$ cat src/rtl/stream_skid_slice.sv
// stream_skid_slice
//   Fully registered valid/ready slice for the {data, data2} composite stream.
//   It cuts every combinational path between the two sides: out_valid and
//   out_data/out_data2 come straight from flops, and in_ready is a flop too.
//   Two entries of storage are kept: "main", which drives out_*, and "skid",
//   which catches the beat that is already in flight when the consumer stalls.
//
// Ports
//   clk        in   1            rising-edge clock
//   rst_n      in   1            asynchronous active-low reset
//   in_data    in   DATA_WIDTH   upstream payload, unsigned
//   in_data2   in   DATA2_WIDTH  upstream payload, signed
//   in_valid   in   1            upstream payload valid
//   in_ready   out  1            slice can accept (registered)
//   out_data   out  DATA_WIDTH   downstream payload (registered, main entry)
//   out_data2  out  DATA2_WIDTH  downstream payload, signed (registered, main entry)
//   out_valid  out  1            downstream valid (registered)
//   out_ready  in   1            downstream can accept
//
// Handshake: a beat moves across an interface on a rising edge where its valid
// and ready are both 1. A producer holding valid=1 may not rely on ready to
// withdraw it; this slice never takes a beat while in_valid=0 and never drops
// or changes out_* while out_valid=1 and out_ready=0.

module stream_skid_slice #(
    parameter int DATA_WIDTH  = 16,
    parameter int DATA2_WIDTH = 13
) (
    input  logic                          clk,
    input  logic                          rst_n,
    input  logic [DATA_WIDTH-1:0]         in_data,
    input  logic signed [DATA2_WIDTH-1:0] in_data2,
    input  logic                          in_valid,
    output logic                          in_ready,
    output logic [DATA_WIDTH-1:0]         out_data,
    output logic signed [DATA2_WIDTH-1:0] out_data2,
    output logic                          out_valid,
    input  logic                          out_ready
);

    // EMPTY: nothing held. ONE: main holds a beat. FULL: main and skid both hold.
    typedef enum logic [1:0] {
        EMPTY = 2'd0,
        ONE   = 2'd1,
        FULL  = 2'd2
    } state_t;

    state_t                        state;
    logic [DATA_WIDTH-1:0]         skid_data;
    logic signed [DATA2_WIDTH-1:0] skid_data2;

    logic in_fire;
    logic out_fire;

    assign in_fire  = in_valid & in_ready;
    assign out_fire = out_valid & out_ready;

    // out_valid and in_ready are updated alongside the state so that neither
    // is a decode of state; they always equal (state != EMPTY) and
    // (state != FULL) respectively.
    always_ff @(posedge clk or negedge rst_n) begin
        if (!rst_n) begin
            state      <= EMPTY;
            out_valid  <= 1'b0;
            in_ready   <= 1'b1;
            out_data   <= '0;
            out_data2  <= '0;
            skid_data  <= '0;
            skid_data2 <= '0;
        end else begin
            case (state)
                EMPTY: begin
                    if (in_fire) begin
                        out_data  <= in_data;
                        out_data2 <= in_data2;
                        out_valid <= 1'b1;
                        state     <= ONE;
                    end
                end
                ONE: begin
                    if (in_fire && out_fire) begin
                        // Consumer takes main while a new beat arrives: replace
                        // main directly, skid stays unused.
                        out_data  <= in_data;
                        out_data2 <= in_data2;
                    end else if (in_fire) begin
                        // Consumer stalled but in_ready was already 1 this cycle:
                        // park the arriving beat in skid.
                        skid_data  <= in_data;
                        skid_data2 <= in_data2;
                        in_ready   <= 1'b0;
                        state      <= FULL;
                    end else if (out_fire) begin
                        out_valid <= 1'b0;
                        state     <= EMPTY;
                    end
                end
                FULL: begin
                    // in_ready is 0 here, so in_valid has no effect.
                    if (out_fire) begin
                        out_data  <= skid_data;
                        out_data2 <= skid_data2;
                        in_ready  <= 1'b1;
                        state     <= ONE;
                    end
                end
                default: begin
                    state     <= EMPTY;
                    out_valid <= 1'b0;
                    in_ready  <= 1'b1;
                end
            endcase
        end
    end

endmodule

$ cat config.mk
export PLATFORM = sky130hd
export DESIGN_NAME = stream_skid_slice
export DESIGN_NICKNAME = d
export VERILOG_FILES = /design/src/rtl/stream_skid_slice.sv
export SDC_FILE = /design/constraint.sdc
export NUM_CORES = 1
export LEC_CHECK = 0
export CAP_MARGIN = 20
export CORE_UTILIZATION = 53
export DETAILED_ROUTE_END_ITERATION = 10
export PLACE_DENSITY = 0.86
export SLEW_MARGIN = 15
export SYNTH_ARGS = -nofsm -noshare
export SYNTH_HDL_FRONTEND = slang
export SYNTH_SLANG_ARGS = --single-unit
$ cat constraint.sdc
create_clock -name clk -period 5.2 [get_ports clk]
set_clock_uncertainty 0.2 [all_clocks]
set_input_delay 0.78 -clock clk [delete_from_list [all_inputs] [get_ports clk]]
set_output_delay 0.78 -clock clk [all_outputs]
set_load 0.03 [all_outputs]
==> impl_results.md, run 1 <==
- Die height: roughly 74 um
- Initial antenna violation count: 0
- Die area: between 5000 and 6000 um^2
- Yosys warning count: 0
- Tmin final: 2530 ps
- H-tree depth: 3
- Crit path cell chain: clkdlybuf4s50_1
- Largest net degree at the start of global routing: 63
- First-pass GRT wire length: about 8.5 mm
- Max-cap violations: 0
- Area leader, netlist: dfrtp_1
- Layout cells sized above 1: 44.2%
- Width of the die: roughly 74 um
- # diodes: 0
- Final wirelength: 5.19 mm
- Area growth from synthesis to layout: 31.3%
- Grt ovf: 0
- Netlist cell types: 23
- Cell with the most instances after synthesis: mux2_2
- Synth Cell Area: 2770 um^2
- R2r setup slk: 3100 ps
- Period utilization: about half
- Top-area cell type share of the netlist area: 55.0%
- CP Buf/Inv Count: 1
- Worst EP arrival: 1550 ps
- Top FF cell, synth: dfrtp_1
- HP Class: reg -> reg
- Yosys reg bits: 62
- Async SR Flop Fraction: 100%
- CTS clock-pin slew for the worst setup and hold paths: ~70 ps
- Worst-Margin Slew: 753 ps
- Net Count, Synth: 210
- Max Root-Sink Buffers: 2
- Clk Latency, worst-skew pair: 330 ps
- Routability cong.: 0.755
- Total power: 1.77 mW
- Final hold vios: 0
- Worst-path fanout max: 5
- Clock sink count: 62
- DRC: 0
- RSZ-0062 raised after global routing: no
- Critical Path RT: ~4200 ps
- Hold path cells: 1
- Fillers: 335
- CP max-delay cell: clkdlybuf4s50_1
- Min-Delay Startpoint: skid_data2[5]$_DFFE_PN0P_
- Worst Hold End: skid_data2[5]$_DFFE_PN0P_
- Final Setup Violations: 0
- Root Buffer: clkbuf_8
- Iteration-0 DRC Markers: 96
- CORE AREA: 4880 um^2
- Number of global-route vias before repair: 1811
- Critical path class: reg -> out
- EDFF count, synth: 0
- Initial Util: 56.8%
- Worst vdd ir: 0.000340 V
- Worst reg2reg path endpoint: skid_data[0]$_DFFE_PN0P_
- Power density over the cells: 487 nW/um^2
- Status: finished, final reports clean
- Synth cell count leaders: mux2_2, dfrtp_1, mux2_4, buf_2, buf_6
- # IOs: 64
- Mapped Avg Cell Area: 15.7 um^2
- Largest delay share family, worst path: buffers and inverters
- GRT Util Overall: roughly a fifth
- Post-Syn Instances: 177
- Crit. End Element: output port
- DR vias: 1679
- Worst Setup Start Kind: flip-flop
- Achievable Freq: 0.395 GHz
- RR Startpoint: state[1]$_DFFE_PN0P_
- Row cnt: 25
- Number of CTS-inserted buffers: 9
- Reg2Reg Depth: 4
- Register area share after synthesis: 56.0%
- Critical path's largest stage delay: around 670 ps
- Ranking of synthesized cells by area: dfrtp_1, mux2_2, mux2_4
- IO buf count: 63
- Pleak: roughly 1.6 nW
- Final #Nets: approximately 280
- Sequential Area: 1550 um^2
- CTS tree: yes
- Pins Over Slew Limit: 0
- HPWL Detailed: 3.43 mm
- DRT antenna net count: 0
- WL per Instance: 16.3 um
- Setup TNS: 0 ps
- Multi-input logic area: 1160 um^2
- Post-CTS Setup Bufs: 0
- Cts hold-fix bufs: 0
- Vias per cell: 5.28
- First-pass DRT Iterations: 4
- Resized Gates After CTS: 0
- Slew margin rel.: 49.8%
- Fin util: 74.6%
-- metrics by stage --
step / std cells / area [um^2] / hold slack (ps) / setup WS [ps]
2_1_floorplan: 177 / 2770 / 274 / 3100
3_3_place_gp: 302 / 3450 / 282 / 2350
3_5_place_dp: 302 / 3450 / 290 / 2340
4_1_cts: 318 / 3640 / 305 / 2640
5_1_grt: 318 / 3640 / 322 / 2600
6_report: 318 / 3640 / 304 / 2670
-- worst max-delay path by stage --
stage                    startpoint                        end  cells past startpoint
4_1_cts        in_ready$_DFFE_PN1P_                   in_ready                      1
2_1_floorplan             out_ready   out_data2[0]$_DFFE_PN0P_                      5
5_1_grt                   out_ready    out_data[3]$_DFFE_PN0P_                      5
6_report       in_ready$_DFFE_PN1P_                   in_ready                      1
3_3_place_gp              out_ready  out_data2[12]$_DFFE_PN0P_                      5
3_5_place_dp              out_ready    out_data[6]$_DFFE_PN0P_                      5
-- layout make-up --
cell class	instances	share of cell area (%)
Tap cell	67	2.30
Multi-Input combinational cell	105	31.8
Clock buffer	13	4.64
Sequential cell	62	42.6
Clock inverter	3	0.481
Timing Repair Buffer	67	18.0
Inverter	1	0.103
-- where the power goes --
part           total (mW)  switching, mW  leakage [nW]  internal (mW)
sequential          0.737         0.0893         0.807          0.648
combinational       0.651          0.314         0.743          0.337
clock               0.385          0.174        0.0954          0.210
-- layout by cell type (no fill, tap or decap), drive strengths merged, types with 2 or more instances in the layout --
master and n:
a21boi 2, o21ai 2, dfrtp 61, nand2 3, clkinv 2, buf 5, clkbuf 13, clkdlybuf4s50 62
mux2 87
-- sequential cells by signal, summed over array words and instances, names as in the netlist --
| name | cells |
|---|---|
| out_data | 16 |
| out_data2 | 13 |
| out_valid | 1 |
| skid_data | 16 |
| state | 2 |
| in_ready | 1 |
| skid_data2 | 13 |
-- layer usage --
metal  vias to the layer above  GRT usage (%)  share of wire, %
met4                         0           7.55               1.2
met2                        46           33.7                48
li1                        784              -                 -
met1                       842           27.7                45
met3                         7           6.78               4.8
met5                         -              0                 0
-- cells by family (layout without fill, tap and decap cells) --
group	count (synthesis)	in the layout	synth area share (%)
DFF	62	62	56.0
buffers and inverters	10	84	2.75
AOI/OAI and AO/OA	9	9	2.71
muxes	88	88	37.0
and+or+nand+nor	8	8	1.53
-- worst register-to-register path: stages, from the launching register on --
cell and delay, ps:
dfrtp_1 500, and3b_1 240, nand2_1 280, buf_4 380, mux2_2 380
(Power assumes the default switching activity.)
==> run 2, diff against run 1 <==
--- a/config.mk
+++ b/config.mk
@@ -6,9 +6,9 @@
 export NUM_CORES = 1
 export LEC_CHECK = 0
 export CAP_MARGIN = 20
-export CORE_UTILIZATION = 53
+export CORE_UTILIZATION = 45
 export DETAILED_ROUTE_END_ITERATION = 10
-export PLACE_DENSITY = 0.86
+export PLACE_DENSITY = 0.78
 export SLEW_MARGIN = 15
 export SYNTH_ARGS = -nofsm -noshare
 export SYNTH_HDL_FRONTEND = slang
==> constraint.sdc (replaced) <==
create_clock -name clk -period 2.06 [get_ports clk]
set_clock_uncertainty 0.2 [all_clocks]
set_input_delay 0.309 -clock clk [delete_from_list [all_inputs] [get_ports clk]]
set_output_delay 0.309 -clock clk [all_outputs]
set_load 0.03 [all_outputs]
==> impl_results.md, run 2 (synthesis gave the netlist of run 1 again) <==
- Tmin final: between 1500 and 2000 ps
- Critical path's largest stage delay: slightly above 700 ps
- Worst vdd ir: 0.000775 V
- Final wirelength: slightly above 5 mm
- Critical path class: reg -> out
- Clock sink count: between 60 and 70
- Largest net degree at the start of global routing: 46
- Hold WS: 245 ps
- Worst EP arrival: 1490 ps
- Most common cell after layout, fill and taps aside: mux2_2
- Critical Path RT: 1550 ps
- Grt ovf: 0
- Top Registers: out_data: 16 flops, skid_data: 16 flops
- # diodes: 0
- DR vias: 1699
- Final #Nets: approximately 290
- Status: finished, final reports clean
- Crit path cell chain: clkdlybuf4s50_1
- Power density over the cells: 1190 nW/um^2
- Achievable Freq: 0.501 GHz
- Clk Latency, worst-skew pair: 330 ps
- Pins Over Slew Limit: 0
- Area growth from synthesis to layout: 34.6%
- RSZ-0062 raised after global routing: no
- Initial antenna violation count: 0
- Pleak: around 1.7 nW
- CP max-delay cell: clkdlybuf4s50_1
- Total power: 4.43 mW
- Post-CTS Setup Bufs: 0
- WL per Instance: ~15 um
- Max Root-Sink Buffers: 2
- Routability cong.: 0.732
- DRT antenna net count: 0
- Die area: about 6500 um^2
- Width of the die: 80.5 um
- GRT Util Overall: 17.2%
- Worst-path fanout max: 6
- Die height: 80.5 um
- Final hold vios: 0
- Final Setup Violations: 0
- Root Buffer: clkbuf_8
- Iteration-0 DRC Markers: 65
- Most frequent cells in the layout: mux2_2, clkdlybuf4s50_1, dfrtp_1
- Period utilization: between 90% and 100%
- Number of CTS-inserted buffers: 9
- IO buf count: 63
- Number of global-route vias before repair: 1734
- Worst Setup Start Kind: flip-flop
- # IOs: 64
- H-tree depth: 3
- First-pass DRT Iterations: 2
- Crit. End Element: output port
- Worst-Margin Slew: 427 ps
- HPWL Detailed: 3.38 mm
- Largest delay share family, worst path: buffers and inverters
- Layout cells sized above 1: 44.4%
- CTS clock-pin slew for the worst setup and hold paths: 60 ps
- Setup TNS: 0 ps
- Vias per cell: 5.12
- Slew margin rel.: 71.5%
- First-pass GRT wire length: a little over 8 mm
- Row cnt: 28
- Fillers: 457
- CP Buf/Inv Count: 1
- HP Class: in -> async
- CORE AREA: 5920 um^2
- Final Non-Filler Cells: 332
- Max-cap violations: 0
- CTS tree: yes
- Initial Util: 46.9%
- DRC: 0
- DP Cell Count: 315
==> run 2: cell count changes in the layout (fill, tap and decap cells not counted), sizes merged <==
cell           before  now
dlygate4sd3         0    1
dlygate4sd2         0    1
buf                 5   10
clkbuf             13   14
clkdlybuf4s50      62   61
clkinvlp            1    0
==> run 2: path summary, 6_finish.rpt <==
check | from | end | slack (ps) | cells past startpoint
min in group clk | skid_data[4]$_DFFE_PN0P_ | skid_data[4]$_DFFE_PN0P_ | 300 | 1
min reg2reg | skid_data[4]$_DFFE_PN0P_ | skid_data[4]$_DFFE_PN0P_ | 300 | 1
max | out_valid$_DFFE_PN0P_ | out_valid | 60 | 1
min | rst_n | skid_data2[0]$_DFFE_PN0P_ | 240 | 2
max reg2reg | state[0]$_DFFE_PN0P_ | out_data2[3]$_DFFE_PN0P_ | 180 | 4
max in group asynchronous | rst_n | in_ready$_DFFE_PN1P_ | 800 | 3
==> run 2: metrics by stage <==
step | util [%] | area [um^2] | setup slack, ps
6_report | 63.1 | 3730 | 63.9
5_1_grt | 63.1 | 3730 | 0.332
4_1_cts | 63.1 | 3730 | 55.2
3_5_place_dp | 60.0 | 3550 | -86.1
3_3_place_gp | 60.0 | 3550 | -60.2
2_1_floorplan | - | 2770 | 81.8
==> run 2: routing by layer <==
metal | wire [um] | GRT usage, %
met1 | 2340 | 20.7
met5 | 0 | 0
met3 | 261 | 7.16
met4 | 39 | 5.36
met2 | 2450 | 27.9
==> run 2: timing repair <==
item / 4_1_cts / 5_1_grt
hold buffers: 1 / 0
endpoints found under the setup margin: 1 / 0
resized for setup: 1 / 0
hold endpoints to repair: 17 / 0
==> run 2: power breakdown <==
part           switching, mW  internal (mW)
sequential             0.215           1.64
clock                  0.426          0.500
combinational          0.794          0.856
==> run 2: layout make-up <==
type / instances / area (um^2) / share of cell area (%)
clock buffers: 14 / 163 / 4.36
clock inverters: 2 / 10.0 / 0.268
inverters: 1 / 3.75 / 0.101
multi-input cells: 105 / 1160 / 31.0
flip-flops and latches: 62 / 1550 / 41.6
well taps: 75 / 93.8 / 2.51
repair buffers: 73 / 752 / 20.1
